File: src/rtl/uart_pkg.sv
// -----------------------------------------------------------------------------
// uart_pkg
// Shared definitions for the UART block family (uart_rx, uart_tx and the
// uart_tx_arbiter that shares one transmitter between several requesters).
//
// Contents:
//   CLK_FREQ / BAUD_RATE : system clock and line rate shared with uart_rx/uart_tx
//   BYTE_W               : data byte width
//   arb_state_t          : uart_tx_arbiter FSM state encoding
// -----------------------------------------------------------------------------
package uart_pkg;

    localparam int CLK_FREQ  = 50_000_000;
    localparam int BAUD_RATE = 9600;
    localparam int BYTE_W    = 8;

    // ST_GRANT:     owner holds the TX, waiting for a byte and an idle uart_tx
    // ST_WAIT_BUSY: strobe issued, waiting for uart_tx to report busy
    // ST_WAIT_DONE: frame in flight, waiting for busy to fall
    typedef enum logic [1:0] {
        ST_IDLE      = 2'd0,
        ST_GRANT     = 2'd1,
        ST_WAIT_BUSY = 2'd2,
        ST_WAIT_DONE = 2'd3
    } arb_state_t;

endpackage

File: src/rtl/rr_pick.sv
// -----------------------------------------------------------------------------
// rr_pick
// Purely combinational round-robin selector: returns the first set request at
// or after ptr, scanning cyclically.
//
// Ports:
//   req   [N_REQ-1:0] request vector
//   ptr   [PW-1:0]    highest-priority index (0..N_REQ-1)
//   grant [N_REQ-1:0] one-hot winner, zero when no request is set
//   idx   [PW-1:0]    index of the winner (0 when no request is set)
//   found             at least one request is set
// -----------------------------------------------------------------------------
module rr_pick
    import uart_pkg::*;
#(
    parameter int N_REQ = 3,
    parameter int PW    = 2
) (
    input  logic [N_REQ-1:0] req,
    input  logic [PW-1:0]    ptr,
    output logic [N_REQ-1:0] grant,
    output logic [PW-1:0]    idx,
    output logic             found
);

    logic          found_hi;
    logic [PW-1:0] idx_hi;
    logic [PW-1:0] idx_any;

    // Two candidates: the lowest request at or above ptr, and the lowest
    // request overall. The first wins if it exists, otherwise the scan has
    // wrapped and the lowest request overall is next in cyclic order.
    always_comb begin
        found_hi = 1'b0;
        idx_hi   = '0;
        found    = 1'b0;
        idx_any  = '0;
        for (int j = N_REQ - 1; j >= 0; j--) begin
            if (req[j]) begin
                found   = 1'b1;
                idx_any = PW'(j);
                if (j >= int'(ptr)) begin
                    found_hi = 1'b1;
                    idx_hi   = PW'(j);
                end
            end
        end
        idx   = found_hi ? idx_hi : idx_any;
        grant = found ? (N_REQ'(1) << idx) : '0;
    end

endmodule

File: src/rtl/uart_tx_arbiter.sv
// -----------------------------------------------------------------------------
// uart_tx_arbiter
// Shares one uart_tx between N_REQ packet-level requesters. A requester owns
// the transmitter for a whole packet (up to and including the byte flagged
// last); ownership rotates round-robin between packets.
//
// Handshake (requester side): the owner holds i_req high for the packet and
// presents i_valid/i_data/i_last; o_ready[k] pulses for exactly one cycle when
// the byte was taken, after which the requester moves to its next byte.
// Bytes from non-owners are ignored; there is no preemption.
//
// Ports:
//   i_clk_sys, i_rst_n  clock, synchronous active-low reset
//   i_req/i_valid/i_last/i_data  per-requester packet interface
//   o_ready   one-cycle byte-accepted pulse per requester
//   o_grant   one-hot current owner, zero when idle
//   o_scd_flag/o_scd_data  one-cycle send strobe and held byte to uart_tx
//   i_tx_busy uart_tx frame in progress
//   o_abort   watchdog revoked the grant (zero unless the watchdog is built)
//   o_dbg_state  current FSM state
//
// Build option: define UART_TX_ARB_TIMEOUT_EN to add a stall watchdog that
// revokes the grant after TIMEOUT_CYC cycles in GRANT without a valid byte.
// -----------------------------------------------------------------------------
module uart_tx_arbiter
    import uart_pkg::*;
#(
    parameter int N_REQ       = 3,
    parameter int TIMEOUT_CYC = 1_000_000
) (
    input  logic                      i_clk_sys,
    input  logic                      i_rst_n,
    input  logic [N_REQ-1:0]          i_req,
    input  logic [N_REQ-1:0]          i_valid,
    input  logic [N_REQ-1:0]          i_last,
    input  logic [BYTE_W*N_REQ-1:0]   i_data,
    output logic [N_REQ-1:0]          o_ready,
    output logic [N_REQ-1:0]          o_grant,
    output logic                      o_scd_flag,
    output logic [BYTE_W-1:0]         o_scd_data,
    input  logic                      i_tx_busy,
    output logic [N_REQ-1:0]          o_abort,
    output arb_state_t                o_dbg_state
);

    localparam int PW = (N_REQ > 1) ? $clog2(N_REQ) : 1;

    if (N_REQ < 2 || N_REQ > 8) begin : g_bad_nreq
        $error("uart_tx_arbiter: N_REQ must be 2..8");
    end
    if (TIMEOUT_CYC < 2) begin : g_bad_timeout
        $error("uart_tx_arbiter: TIMEOUT_CYC must be at least 2");
    end

    arb_state_t        state;
    logic [PW-1:0]     rr_ptr;
    logic [PW-1:0]     owner;
    logic              last_q;

    logic [N_REQ-1:0]  pick_grant;
    logic [PW-1:0]     pick_idx;
    logic              pick_found;

    logic [BYTE_W-1:0] data_arr [N_REQ];

    for (genvar k = 0; k < N_REQ; k++) begin : g_unpack
        assign data_arr[k] = i_data[k*BYTE_W +: BYTE_W];
    end

    rr_pick #(
        .N_REQ (N_REQ),
        .PW    (PW)
    ) u_rr_pick (
        .req   (i_req),
        .ptr   (rr_ptr),
        .grant (pick_grant),
        .idx   (pick_idx),
        .found (pick_found)
    );

    // Next-priority pointer after owner g; wraps explicitly because N_REQ
    // need not be a power of two.
    function automatic logic [PW-1:0] ptr_after(input logic [PW-1:0] g);
        if (g == PW'(N_REQ - 1)) begin
            return '0;
        end
        return g + 1'b1;
    endfunction

    assign o_dbg_state = state;

`ifdef UART_TX_ARB_TIMEOUT_EN
    localparam int CW = $clog2(TIMEOUT_CYC);
    logic [CW-1:0] idle_cnt;
`else
    assign o_abort = '0;
`endif

    always_ff @(posedge i_clk_sys) begin
        if (!i_rst_n) begin
            state      <= ST_IDLE;
            rr_ptr     <= '0;
            owner      <= '0;
            last_q     <= 1'b0;
            o_grant    <= '0;
            o_ready    <= '0;
            o_scd_flag <= 1'b0;
            o_scd_data <= '0;
`ifdef UART_TX_ARB_TIMEOUT_EN
            o_abort    <= '0;
            idle_cnt   <= '0;
`endif
        end else begin
            o_ready    <= '0;
            o_scd_flag <= 1'b0;
`ifdef UART_TX_ARB_TIMEOUT_EN
            o_abort    <= '0;
`endif
            case (state)
                ST_IDLE: begin
                    if (pick_found) begin
                        o_grant <= pick_grant;
                        owner   <= pick_idx;
                        state   <= ST_GRANT;
`ifdef UART_TX_ARB_TIMEOUT_EN
                        idle_cnt <= '0;
`endif
                    end
                end

                ST_GRANT: begin
                    if (!i_req[owner]) begin
                        // Abandoned packet: treated like a completed one.
                        o_grant <= '0;
                        rr_ptr  <= ptr_after(owner);
                        state   <= ST_IDLE;
                    end else if (i_valid[owner] && !i_tx_busy) begin
                        o_scd_flag <= 1'b1;
                        o_scd_data <= data_arr[owner];
                        o_ready    <= o_grant;
                        last_q     <= i_last[owner];
                        state      <= ST_WAIT_BUSY;
`ifdef UART_TX_ARB_TIMEOUT_EN
                        idle_cnt   <= '0;
                    end else if (!i_valid[owner]) begin
                        if (idle_cnt == CW'(TIMEOUT_CYC - 1)) begin
                            o_abort  <= o_grant;
                            o_grant  <= '0;
                            rr_ptr   <= ptr_after(owner);
                            state    <= ST_IDLE;
                            idle_cnt <= '0;
                        end else begin
                            idle_cnt <= idle_cnt + 1'b1;
                        end
`endif
                    end
                end

                // uart_tx may take one or more cycles to raise busy after the
                // strobe; waiting for it here keeps the next byte from being
                // judged against a stale idle busy.
                ST_WAIT_BUSY: begin
                    if (i_tx_busy) begin
                        state <= ST_WAIT_DONE;
                    end
                end

                ST_WAIT_DONE: begin
                    if (!i_tx_busy) begin
                        if (last_q) begin
                            o_grant <= '0;
                            rr_ptr  <= ptr_after(owner);
                            state   <= ST_IDLE;
                        end else begin
                            state <= ST_GRANT;
                        end
                    end
                end

                default: state <= ST_IDLE;
            endcase
        end
    end

endmodule

File: config.mk
export PLATFORM = sky130hd
export DESIGN_NAME = uart_tx_arbiter
export DESIGN_NICKNAME = d
export VERILOG_FILES = /design/src/rtl/uart_pkg.sv /design/src/rtl/rr_pick.sv /design/src/rtl/uart_tx_arbiter.sv
export SDC_FILE = /design/constraint.sdc
export NUM_CORES = 1
export LEC_CHECK = 0
export BUFFER_PORTS_ARGS = -buffer_cell sky130_fd_sc_hd__clkbuf_2
export CORE_MARGIN = 2
export CORE_UTILIZATION = 40
export CTS_BUF_LIST = sky130_fd_sc_hd__clkbuf_4 sky130_fd_sc_hd__clkbuf_8
export CTS_CLUSTER_DIAMETER = 100
export DETAILED_ROUTE_END_ITERATION = 7
export PLACE_DENSITY_LB_ADDON = 0.15
export SYNTH_ARGS = -nofsm -noshare
export SYNTH_HDL_FRONTEND = slang
export SYNTH_SLANG_ARGS = --single-unit
File: constraint.sdc
create_clock -name i_clk_sys -period 1.6 [get_ports i_clk_sys]
set_input_delay 0.16 -clock i_clk_sys [delete_from_list [all_inputs] [get_ports i_clk_sys]]
set_output_delay 0.16 -clock i_clk_sys [all_outputs]
set_load 0.02 [all_outputs]
==> flow_metrics.env <==
export IMPL_synth_simple_gate_area_share_pct=19.2
export IMPL_cts_htree_levels=1
export IMPL_ys_seq_area_share_pct=36.3
export IMPL_cts_reportedPaths_clkPinSlew_ns=0.12
export IMPL_synth_largest_type_area_fraction_pct=36.3
export IMPL_synth_top_cells_by_area="dfxtp_1 36%, mux2i_1 17%, nand2_1 7.7%, o2bb2ai_1 6.5%, nor2b_1 2.6%"
export IMPL_slowest_delay_ns=0.61
export IMPL_largest_family_of_logic_cells_by_synthesized_area="multiplexers"
export IMPL_setup_reg_to_reg_worst_slack_ns=0.07
export IMPL_critPathMaxFanout=11
export IMPL_die_area_um2=3490
export IMPL_fp_coreArea_um2=2830
export IMPL_syn2layout_area_growth_pct=30.1
export IMPL_antenna_cells_inserted=0
export IMPL_synthesized_area_fraction_occupied_by_ao_oa_aoi_and_oai_cells_pct=17.1
export IMPL_portBuffers=52
export IMPL_final_antenna_net_count=0
export IMPL_drv_cap=0
export IMPL_met3WireLength_um=158
export IMPL_boundaryPins=56
export IMPL_number_of_buffers_created_by_cts=3
export IMPL_yosys_area_share_adder_pct=0
export IMPL_number_of_register_bits_inferred_by_synthesis=22
export IMPL_route_detailed_wl_per_inst_um=12.7
export IMPL_dr_max_layer_used="met4"
export IMPL_irDropWorstVdd_uv=476
export IMPL_post_synth_mux_area_share_pct=19.5
export IMPL_post_route_cell_area_um2=1580
export IMPL_yosysUniqueCellTypes=33
export IMPL_final_cells=226
export IMPL_insertion_delay_ns=0.30
export IMPL_first_global_vias=1120
export IMPL_place_gp_congestion=0.835
export IMPL_cts_tree="done"
export IMPL_worst_path_dominant_cell_family="simple AND/OR/NAND/NOR gates"
export IMPL_dpl_cell_count=222
export IMPL_die_width_um=59.1
export IMPL_syn_avg_cell_area_um2=8.72
export IMPL_cts_setup_buffers=0
export IMPL_fin_crit_ns=1.53
export IMPL_n_fill_cell=274
export IMPL_start_kind="register"
export IMPL_worst_setup_path_type="register to register"
export IMPL_place_ws_ns=-0.0576
export IMPL_run_status="complete, no violations"
export IMPL_crit_required_ns=1.80
export IMPL_cp_arrival_ns=1.73
export IMPL_critical_path_slowest_cell="or4_4"
export IMPL_maximum_number_of_pins_on_one_net_before_global_route_repair=29
export IMPL_std_cell_rows=19
export IMPL_netlist_top_cell_by_area="dfxtp_1"
export IMPL_timing_critical_path_to_type="register"
export IMPL_finalMaxSlewViolations=0
export IMPL_finalHoldViolCount=0
export IMPL_finalWirelength_um=2860
export IMPL_routedLengthMet1_um=1220
export IMPL_track_usage_pct=17.9
export IMPL_max_clock_freq_mhz=652
export IMPL_fin_nets=232
export IMPL_share_of_the_cycle_needed_by_the_critical_path_after_routing_pct=95.8
export IMPL_vias=1202
export IMPL_die_h_um=59.1
export IMPL_first_pass_iteration_count_of_the_detailed_router=4
export IMPL_clock_root_buffer="clkbuf_4"
export IMPL_timing_hold_ws_ns=0.188
export IMPL_dr_first_iter_drc_count=30
export IMPL_p_leak_nw=0.766
export IMPL_timing_critical_path_cells="and3b_1, a21oi_2, or4_4, mux2i_1"
export IMPL_post_layout_total_power_mw=1.18
export IMPL_worstPathBufferInverterCount=0
export IMPL_cts_root_to_sink_buffers=2
export IMPL_power_per_cell_area_nw_per_um2=751
export IMPL_leading_cell_type_in_the_layout_fill_and_taps_excluded="clkbuf_2"
export IMPL_most_common_layout_cells="52 x clkbuf_2, 25 x nand2_1, 21 x mux2i_1, 21 x dfxtp_1, 10 x buf_4"
export IMPL_yosysWarnings=0
export IMPL_final_setup_worst_slack_ns=0.0673
export IMPL_wl_met2_um=1450
export IMPL_synth_xor_area_share_pct=0
export IMPL_setup_viol_count_final=0
export IMPL_layout_drive_gt1_share_pct=37.4
export IMPL_aggregate_global_routing_overflow=0
export IMPL_wire_length_of_the_first_global_routing_pass_um=4800
export IMPL_netlist_area_um2=1210
export IMPL_grt_setup_unrepaired="no"
export IMPL_post_dp_cell_area_um2=1520
export IMPL_postCtsHoldBufs=0
export IMPL_via_per_inst=5.32
export IMPL_detailedPlacementHpwl_um=2250
export IMPL_remaining_drc_errors=0
export IMPL_floorplan_initialDensity_pct=42.9
export IMPL_grt_antenna_before_repair=0
export IMPL_syn_instance_count=139
export IMPL_clock_skew_final_ns=0.00333
export IMPL_numClockSinks=22
export IMPL_timing_hold_worst_class="input pin to register"
[path summary, 6_finish.rpt]
path / start / end / cells after the start
min reg2reg: o_scd_data[2] / o_scd_data[2] / 2
min: i_data[19] / o_scd_data[3] / 4
max: owner[0] / o_scd_data[7] / 4
max reg2reg: owner[0] / o_scd_data[7] / 4
[worst min-delay path, stage by stage]
cell and delay (ns):
clkbuf_2 0.08, o2bb2ai_1 0.11, nand2_1 0.06, mux2i_1 0.05
[per-stage QoR]
stage               setup TNS, ns  utilization, %
detailed placement         -0.171            53.8
floorplan                       0               -
global placement          -0.0167            53.8
finish                          0            55.8
global route                    0            55.8
CTS                             0            55.4
[per-layer routing]
layer	vias up	global-route usage (%)
met5	-	0
met4	0	4.87
met3	4	4.37
met2	40	31.7
met1	554	21.4
li1	604	-
[synthesized netlist by cell type]
master and number:
o32a_1 1, and3b_1 1, buf_6 2, mux2_2 1
mux2i_1 21, a21oi_2 2, o2bb2ai_1 9, nand2_1 25
nor2_1 2, nor3_1 2, o21bai_1 1, and3_1 3
nand2b_1 1, clkbuf_1 6, o22ai_1 2, o21ai_0 2
o2111ai_1 1, nand3_1 4, buf_2 1, o221ai_1 1
buf_4 3, or4_4 1, nor2b_1 5, or3_1 3
conb_1 1, a21oi_1 5, dfxtp_1 22, mux2_4 1
nor4_1 1, o32ai_1 1, o211ai_1 1, inv_1 5
a31oi_1 2
[cell families (layout without fill, tap and decap cells)]
group,count (synthesis),in the layout
AOI/OAI and AO/OA,28,28
DFF,22,22
muxes,23,23
other,1,3
buffers and inverters,17,71
and+or+nand+nor,48,48
[layout make-up]
cell class / instances / area (um2) / share of cell area (%)
flip-flops and latches: 22 / 444 / 28.2
inverters: 5 / 18.8 / 1.19
clock buffers: 4 / 36.3 / 2.30
multi-input cells: 102 / 704 / 44.6
repair buffers: 62 / 335 / 21.3
well taps: 31 / 38.8 / 2.46
[repair_timing]
item,4_1_cts,5_1_grt
pin swaps,0,2
gates resized for setup,2,3
setup endpoints to repair,6,6
[sequential cells by signal (all words and copies together) (netlist names), named ones only]
| name | cells |
|---|---|
| owner | 2 |
| last_q | 1 |
| rr_ptr | 2 |
| o_grant | 3 |
| o_dbg_state | 1 |
| o_ready | 3 |
| o_scd_flag | 1 |
| o_scd_data | 8 |
[power breakdown]
| group | total (mW) | internal, mW | switching [mW] |
|---|---|---|---|
| registers | 0.589 | 0.570 | 0.0187 |
| clock network | 0.306 | 0.139 | 0.167 |
| logic | 0.290 | 0.136 | 0.154 |
| total | 1.18 | 0.845 | 0.340 |
Power figures use the tool's default switching activity.
